==> src/rtl/arbiter_requester.sv <==
// Requester side of the crossbar priority arbiter: queues burst commands, requests the
// arbiter, sequences multi-beat ownership with a release bubble, and flags starvation.
module arbiter_requester #(
  parameter int DEPTH_LOG2   = 2,
  parameter int LEN_WIDTH    = 4,
  parameter int STARVE_WIDTH = 8,
  parameter int STARVE_LIMIT = 64
) (
  input  logic                  clock,
  input  logic                  reset,
  input  logic                  cmd_valid,
  input  logic [LEN_WIDTH-1:0]  cmd_len,
  output logic                  cmd_ready,
  output logic                  request,
  input  logic                  grant,
  output logic                  own,
  output logic                  own_first,
  output logic                  own_last,
  output logic [DEPTH_LOG2:0]   pending,
  output logic                  starved,
  input  logic                  starve_clear
);
  localparam int DEPTH = 2**DEPTH_LOG2;
  localparam logic [STARVE_WIDTH-1:0] LIMIT    = STARVE_WIDTH'(STARVE_LIMIT);
  localparam logic [STARVE_WIDTH-1:0] LIMIT_M1 = STARVE_WIDTH'(STARVE_LIMIT - 1);

  typedef enum logic [1:0] {IDLE, REQ, OWN, GAP} state_e;

  state_e                  state_q, state_d;
  logic [LEN_WIDTH-1:0]    mem_q [DEPTH];
  logic [DEPTH_LOG2-1:0]   wr_ptr_q, wr_ptr_d, rd_ptr_q, rd_ptr_d;
  logic [DEPTH_LOG2:0]     count_q, count_d;
  logic [LEN_WIDTH-1:0]    beat_rem_q, beat_rem_d;
  logic                    first_q, first_d;
  logic [STARVE_WIDTH-1:0] wait_q, wait_d;
  logic                    starved_q, starved_d;
  logic                    request_q, request_d;
  logic                    push, pop, starve_set;

  // count never exceeds DEPTH, so its MSB alone marks full
  assign cmd_ready = !count_q[DEPTH_LOG2];
  assign own       = (state_q == OWN) && grant;
  assign own_first = own && first_q;
  assign own_last  = own && (beat_rem_q == '0);
  assign push      = cmd_valid && cmd_ready;
  assign pop       = own_last;
  assign pending   = count_q;
  assign request   = request_q;
  assign starved   = starved_q;

  always_comb begin
    state_d    = state_q;
    beat_rem_d = beat_rem_q;
    first_d    = first_q;
    wait_d     = wait_q;
    starve_set = 1'b0;
    wr_ptr_d   = wr_ptr_q + DEPTH_LOG2'(push);
    rd_ptr_d   = rd_ptr_q + DEPTH_LOG2'(pop);
    count_d    = count_q + (DEPTH_LOG2+1)'(push) - (DEPTH_LOG2+1)'(pop);
    case (state_q)
      IDLE: if (count_q != '0) state_d = REQ;
      REQ: begin
        if (grant) begin
          state_d    = OWN;
          beat_rem_d = mem_q[rd_ptr_q];
          first_d    = 1'b1;
          wait_d     = '0;
        end else if (wait_q != LIMIT) begin
          wait_d     = wait_q + 1'b1;
          starve_set = (wait_q == LIMIT_M1);
        end
      end
      OWN: begin
        // grant low stalls the burst with everything held
        if (grant) begin
          first_d = 1'b0;
          if (beat_rem_q == '0) state_d = GAP;
          else                  beat_rem_d = beat_rem_q - 1'b1;
        end
      end
      GAP:     state_d = (count_q != '0) ? REQ : IDLE;
      default: state_d = IDLE;
    endcase
    request_d = (state_d == REQ) || (state_d == OWN);
    starved_d = starve_set || (starved_q && !starve_clear);
  end

  always_ff @(posedge clock or posedge reset) begin
    if (reset) begin
      state_q    <= IDLE;
      wr_ptr_q   <= '0;
      rd_ptr_q   <= '0;
      count_q    <= '0;
      beat_rem_q <= '0;
      first_q    <= 1'b0;
      wait_q     <= '0;
      starved_q  <= 1'b0;
      request_q  <= 1'b0;
    end else begin
      state_q    <= state_d;
      wr_ptr_q   <= wr_ptr_d;
      rd_ptr_q   <= rd_ptr_d;
      count_q    <= count_d;
      beat_rem_q <= beat_rem_d;
      first_q    <= first_d;
      wait_q     <= wait_d;
      starved_q  <= starved_d;
      request_q  <= request_d;
    end
  end

  always_ff @(posedge clock) begin
    if (push) mem_q[wr_ptr_q] <= cmd_len;
  end
endmodule

==> config.mk <==
export PLATFORM = sky130hd
export DESIGN_NAME = arbiter_requester
export DESIGN_NICKNAME = d
export VERILOG_FILES = /design/src/rtl/arbiter_requester.sv
export SDC_FILE = /design/constraint.sdc
export NUM_CORES = 1
export LEC_CHECK = 0
export BUFFER_PORTS_ARGS = -buffer_cell sky130_fd_sc_hd__buf_4
export CORE_MARGIN = 4
export CORE_UTILIZATION = 50
export DETAILED_ROUTE_END_ITERATION = 7
export GPL_ROUTABILITY_DRIVEN = 0
export GPL_TIMING_DRIVEN = 0
export PLACE_DENSITY_LB_ADDON = 0.3
export SLEW_MARGIN = 25
export SYNTH_ARGS = -nofsm -noshare
export SYNTH_HDL_FRONTEND = slang
export SYNTH_SLANG_ARGS = --single-unit
==> constraint.sdc <==
create_clock -name clock -period 4.6 [get_ports clock]
set_clock_uncertainty 0.1 [all_clocks]
set_input_delay 0.46 -clock clock [delete_from_list [all_inputs] [get_ports clock]]
set_output_delay 0.46 -clock clock [all_outputs]
set_load 0.02 [all_outputs]
=== Word level (Yosys, flattened, before mapping) ===
Memories as Yosys holds them, arrays and structs flattened.
Cells that the tools add are included.
Widths: inputs -> output; s select.

* Memory bits (read-only): 0
* Input port bits: 9
* Register bits: 24
* Word-level logic and storage cells: 63
* Output and inout bits: 9
* RAM bits: 16
* Memories kept: 1
* Bits in latches: 0

* Mux-type cells: 20
* Shift-type cells: 0
* Equal/unequal tests: 10
* $add $sub $neg: 6
* Reduce and logical (&&, ||, !) cells: 17
* Divide/modulo/power cells: 0
* Magnitude comparators: 0
* $mul: 0
* Bitwise gates (word level): 0

{| class="wikitable"
|+ Memory list
! name !! depth !! width !! rd ports !! clocked after Yosys merged registers in !! wr ports !! line !! RTL
|-
| mem_q || 4 || 4 || 1 || 0 || 1 || 30 || <nowiki>logic [LEN_WIDTH-1:0] mem_q [DEPTH];</nowiki>
|}

{| class="wikitable"
|+ Operator list
! cell !! count
|-
| $mux 8 || 2
|-
| $mux 4 || 3
|-
| $add 8x1->8 const B || 1
|-
| $eq 8x6->1 const B || 1
|-
| $mux 1 || 8
|-
| $mux 2 || 4
|-
| $ne 8x7->1 const B || 1
|-
| $pmux 2 s4 || 1
|-
| $pmux 4 s2 || 1
|-
| $eq 2x2->1 const B || 3
|-
| $ne 2x2->1 const B || 3
|-
| $logic_and 1x1->1 || 5
|-
| $add 2x1->2 || 2
|-
| $eq 2x1->1 const B || 2
|-
| $logic_not 4->1 || 1
|-
| $reduce_and 4->1 || 1
|-
| $reduce_bool 2->1 || 2
|-
| $sub 4x1->4 const B || 1
|-
| $add 3x1->3 || 1
|-
| $reduce_and 3->1 || 1
|-
| $reduce_bool 3->1 || 1
|-
| $sub 3x1->3 || 1
|-
| $logic_not 1->1 || 2
|-
| $logic_not 2->1 || 1
|-
| 3 further kinds || 4
|}

=== Longest topological paths before layout ===
* Depth in word-level cells: 6
* Mapped depth: 10
* Depth with buffers taken out: 10

=== Worst setup path after synthesis ===
Ideal clock, no wire load.

* Kind: register to register
* Start point: reg beat_rem_q[0]
* End point: reg count_q[2], in the netlist pending[2]
* Cell stages (with the launch flop): 11
* Period minus slack after synthesis: 2,203 ps
* Buffers on the path: 0
* Required time: 4,368 ps
* Setup slack: 2,397 ps
* Data arrival time: 1,972 ps
* Setup time: 132 ps
* Path through: dfrtp_1 inv_1 ha_1 nor4bb_4 nand3b_4 xnor2_1 ha_1 inv_1 fa_1 xnor2_1 xnor2_1

* Cells in the longest elaborated chain, start to end: 3

{| class="wikitable"
|+ Ends and longest elaborated chain
! element !! line !! RTL
|-
| start, declared || 33 || <nowiki>logic [LEN_WIDTH-1:0] beat_rem_q, beat_rem_d;</nowiki>
|-
| start signal, assigned || 104 || <nowiki>beat_rem_q <= beat_rem_d;</nowiki>
|-
| $logic_not 4->1 || 44 || <nowiki>assign own_last = own && (beat_rem_q == '0);</nowiki>
|-
| $logic_and 1x1->1 || 44 ||
|-
| $sub 3x1->3 || 59 || <nowiki>count_d = count_q + (DEPTH_LOG2+1)'(push) - (DEPTH_LOG2+1)'(pop);</nowiki>
|-
| via count_d[2] || 32 || <nowiki>logic [DEPTH_LOG2:0] count_q, count_d;</nowiki>
|-
| end signal, assigned || 103 || <nowiki>count_q <= count_d;</nowiki>
|-
| end, declared || 32 ||
|}

The timed path passes the listed nets, and every way through them passes these cells.
A chain may end at the register's enable or synchronous reset.

=== Worst setup path after layout ===
Same ends and word-level chain as after synthesis.

==> results.txt <==
----------------------------------------------------
[Outcome]
  Outcome ... finished, final reports clean

[Yosys]
  Async set or reset register ratio after synthesis ... 60.0%
  Mux cell area share after synthesis ... 5.97%
  Gate Count Post-Synth ... around 170
  Post-synthesis instance area ... slightly below 0.002 mm2
  Post-Synth Adder-Cell Area ... 4.19%
  Most used flip-flop cell after synthesis ... sky130_fd_sc_hd__dfrtp_1
  Simple-gate share of the synthesized area ... 17.3%
  Number of synthesis warnings ... 0
  Synthesis-stage register bit count ... 40
  Compound-gate portion of the synthesized area ... about a tenth
  Number of different library cells in the post-synthesis netlist ... 44
  Sequential share of the synthesized area ... 54.9%
  Dominant combinational cell family by area after synthesis ... simple AND/OR/NAND/NOR gates
  Number of synthesized flops with an enable pin ... 16
  Post-synthesis net count ... 184
  Fraction of synthesized cell area in xor and xnor cells ... under 10%
  Mean area per synthesized cell ... between 10 and 15 um2

[Cells and area]
  P&R area growth vs syn ... 15.4%
  Final instance area ... 0.00227 mm2
  Non-filler cells in the finished layout ... approximately 240
  Layout cells sized above 1 ... 22.2%
  Top library cells by usage in the layout, fill and taps aside ... sky130_fd_sc_hd__dfrtp_1, sky130_fd_sc_hd__buf_4, sky130_fd_sc_hd__nand2_1, sky130_fd_sc_hd__edfxtp_1
  Count of antenna diodes in the layout ... 0
  Commonest non-fill, non-tap cell in the layout ... sky130_fd_sc_hd__dfrtp_1
  Post-layout utilization of the core ... 60.7%
  NumNets Final ... 208

[Timing]
  Final setup violation count ... 0
  Slew at the pin closest to its max-slew limit ... 0.872 ns
  Worst-case headroom to the max-slew limit ... 41.5%
  Crit share post-route ... between 50% and 60%
  Top achievable clock speed ... ~420 MHz
  Min Clock Period, post-route ... 2.37 ns
  Setup TNS after final layout ... 0 ns
  Pins Over Slew Limit ... 0
  Unrepaired setup endpoints after global routing ... no
  Hold Violations, Final ... 0

[Placed design]
  HPWL Detailed ... 2520 um
  Input/output buffers ... 17
  Cells after DPL ... 234
  Placed inst area ... 0.00216 mm2

[Clock tree]
  Clock latency on the worst-skew pair ... 0.30 ns
  Total CTS buffers ... 5
  Number of gates resized after CTS ... 0
  Clock-pin slew of the registers on the worst-case setup and hold paths ... roughly 0.080 ns
  CTS max path bufs ... 2
  Post-CTS setup buffers ... 0
  Total of hold buffers inserted after clock tree synthesis ... 0
  CTS tree ... yes
  H-tree Lvls ... 2
  Count of clock tree sinks ... 40
  Root buffer cell ... sky130_fd_sc_hd__clkbuf_8

[Worst setup path]
  Critical path fanouts, max ... 5
  Reg2reg end ... pending[2]$_DFF_PP0_
  Crit path launch type ... register
  Setup Crit Path Kind ... reg2reg
  Worst setup path startpoint ... beat_rem_q[0]$_DFFE_PP0P_
  Worst path arrival time ... 2.45 ns
  Launch instance of the worst register-to-register path ... beat_rem_q[0]$_DFFE_PP0P_
  Number of cells on the worst reg-to-reg path ... 10
  Worst-case register-to-register setup slack ... ~2.2 ns
  Endpoint class of the critical path ... register
  Critical path data required time ... around 4.7 ns

[Floorplan]
  Die Area ... roughly 0.005 mm2
  Num rows ... 22
  Die Wd ... 70.8 um
  Height of the die ... 70.8 um
  Number of top-level design ports ... 18
  Area of the core ... 0.00374 mm2
  Starting Density ... 52.6%

[Route]
  Routed len/inst ... 14.2 um
  Routed wire length ... 3430 um
  Number of violations reported at the end of detailed-routing iteration 0 ... 57
  Detail Route Antenna Nets ... 0
  Detailed-routing iteration count for the pre-antenna-repair pass ... 4
  Via count of the routed design ... 1279
  DRC ... 0
  Via density ... 5.29

[GRT]
  Total global-route track usage ... 15.6%
  Global-route congestion overflow total ... 0
  Maximum number of pins on one net before global-route repair ... 25
  First-pass GRT wire length ... about 6000 um
  Antenna violations before repair ... 0
  Via count of the first global-routing pass ... 1349

[Power and ir drop]
  Static Leak ... 0.00101 uW
  Largest vdd supply drop ... 359 uV
  Pint ... 898 uW
  Switching power total ... 522 uW
  Share of power burned in the clock network ... ~20%
  Proportion of power drawn by flip-flops and latches ... around two fifths
  PwrDens ... 625 mW/mm2
  Fraction of power spent switching nets ... 36.8%
  Total Power Consumption ... about 1400 uW
  Power share of the combinational group ... between 30% and 40%

[Flow run]
  Max_cap viols ... 0

[Worst hold path]
  Hold/Removal Path Class ... in2async

----------------------------------------------------
registers in the layout (all words and copies together) (netlist names):
name and flops:
mem_q 16, wait_q 8, beat_rem_q 4, pending 3, rd_ptr_q 2, state_q 2, wr_ptr_q 2, first_q 1
request 1, starved 1
final cells by class:
cell class | instances | area, um2
Multi-Input combinational cell | 109 | 801
Clock inverter | 3 | 46.3
Clock buffer | 5 | 68.8
Timing Repair Buffer | 17 | 128
Fill cell | 308 | 1470
Inverter | 12 | 46.3
Buffer | 8 | 42.5
Sequential cell | 40 | 1080
Tap cell | 48 | 60.1
metal layers:
layer	up-vias	wire [um]	GRT usage (%)
met5	-	0	0
met4	0	59	6.05
met3	7	121	5.82
met2	15	1850	28.5
met1	617	1390	15.9
li1	640	-	-
synth_stat cells (all sizes together) (4+ instances only):
cell type / n / share of area (%)
nand2b: 4 / 1.7
nor2b: 5 / 1.6
edfxtp: 16 / 24
nor2: 11 / 2.1
nand2: 19 / 3.9
dfrtp: 24 / 30
ha: 5 / 3.2
and3: 4 / 1.3
o21ai: 12 / 3.2
a21oi: 6 / 1.5
inv: 11 / 2.1
mux2i: 5 / 2.5
xnor2: 5 / 2.6
nor3: 4 / 1.0
buf: 6 / 1.8
power by group through the flow:
stage | clock network [uW] | registers (uW) | logic, uW
3_3_place_gp | 0 | 584 | 522
2_1_floorplan | 0 | 591 | 398
3_5_place_dp | 0 | 598 | 540
5_1_grt | 320 | 609 | 610
4_1_cts | 299 | 591 | 545
6_report | 291 | 592 | 537
worst max path at each step:
stage | to | slack, ns | depth (start not counted)
finish | pending[2]$_DFF_PP0_ | 2.23 | 10
global route | pending[2]$_DFF_PP0_ | 2.04 | 10
CTS | pending[2]$_DFF_PP0_ | 2.20 | 10
detailed placement | pending[2]$_DFF_PP0_ | 2.23 | 10
global placement | pending[2]$_DFF_PP0_ | 2.28 | 9
floorplan | pending[2]$_DFF_PP0_ | 2.40 | 10
worst max-delay path, stage by stage, from the launching register on:
cell	delay [ns]
sky130_fd_sc_hd__dfrtp_1	0.39
sky130_fd_sc_hd__inv_1	0.10
sky130_fd_sc_hd__ha_1	0.21
sky130_fd_sc_hd__nor4bb_4	0.30
sky130_fd_sc_hd__nand3b_4	0.15
sky130_fd_sc_hd__xnor2_1	0.16
sky130_fd_sc_hd__ha_1	0.16
sky130_fd_sc_hd__inv_1	0.05
sky130_fd_sc_hd__fa_1	0.37
sky130_fd_sc_hd__xnor2_1	0.14
sky130_fd_sc_hd__xnor2_1	0.12
per-stage QoR:
step / setup slack, ns / hold WS (ns)
4_1_cts: 2.20 / 0.241
2_1_floorplan: 2.40 / 0.375
3_5_place_dp: 2.23 / 0.424
5_1_grt: 2.04 / 0.185
3_3_place_gp: 2.28 / 0.408
6_report: 2.23 / 0.135
logic make-up after synthesis:
| group | count (synthesis) |
|---|---|
| AO/OA/AOI/OAI | 29 |
| AND/OR/NAND/NOR | 59 |
| buffers and inverters | 20 |
| adder cells (fa/ha/maj) | 6 |
| flip-flops | 40 |
| multiplexers | 8 |
| XOR/XNOR | 7 |
(Power assumes the default switching activity.)
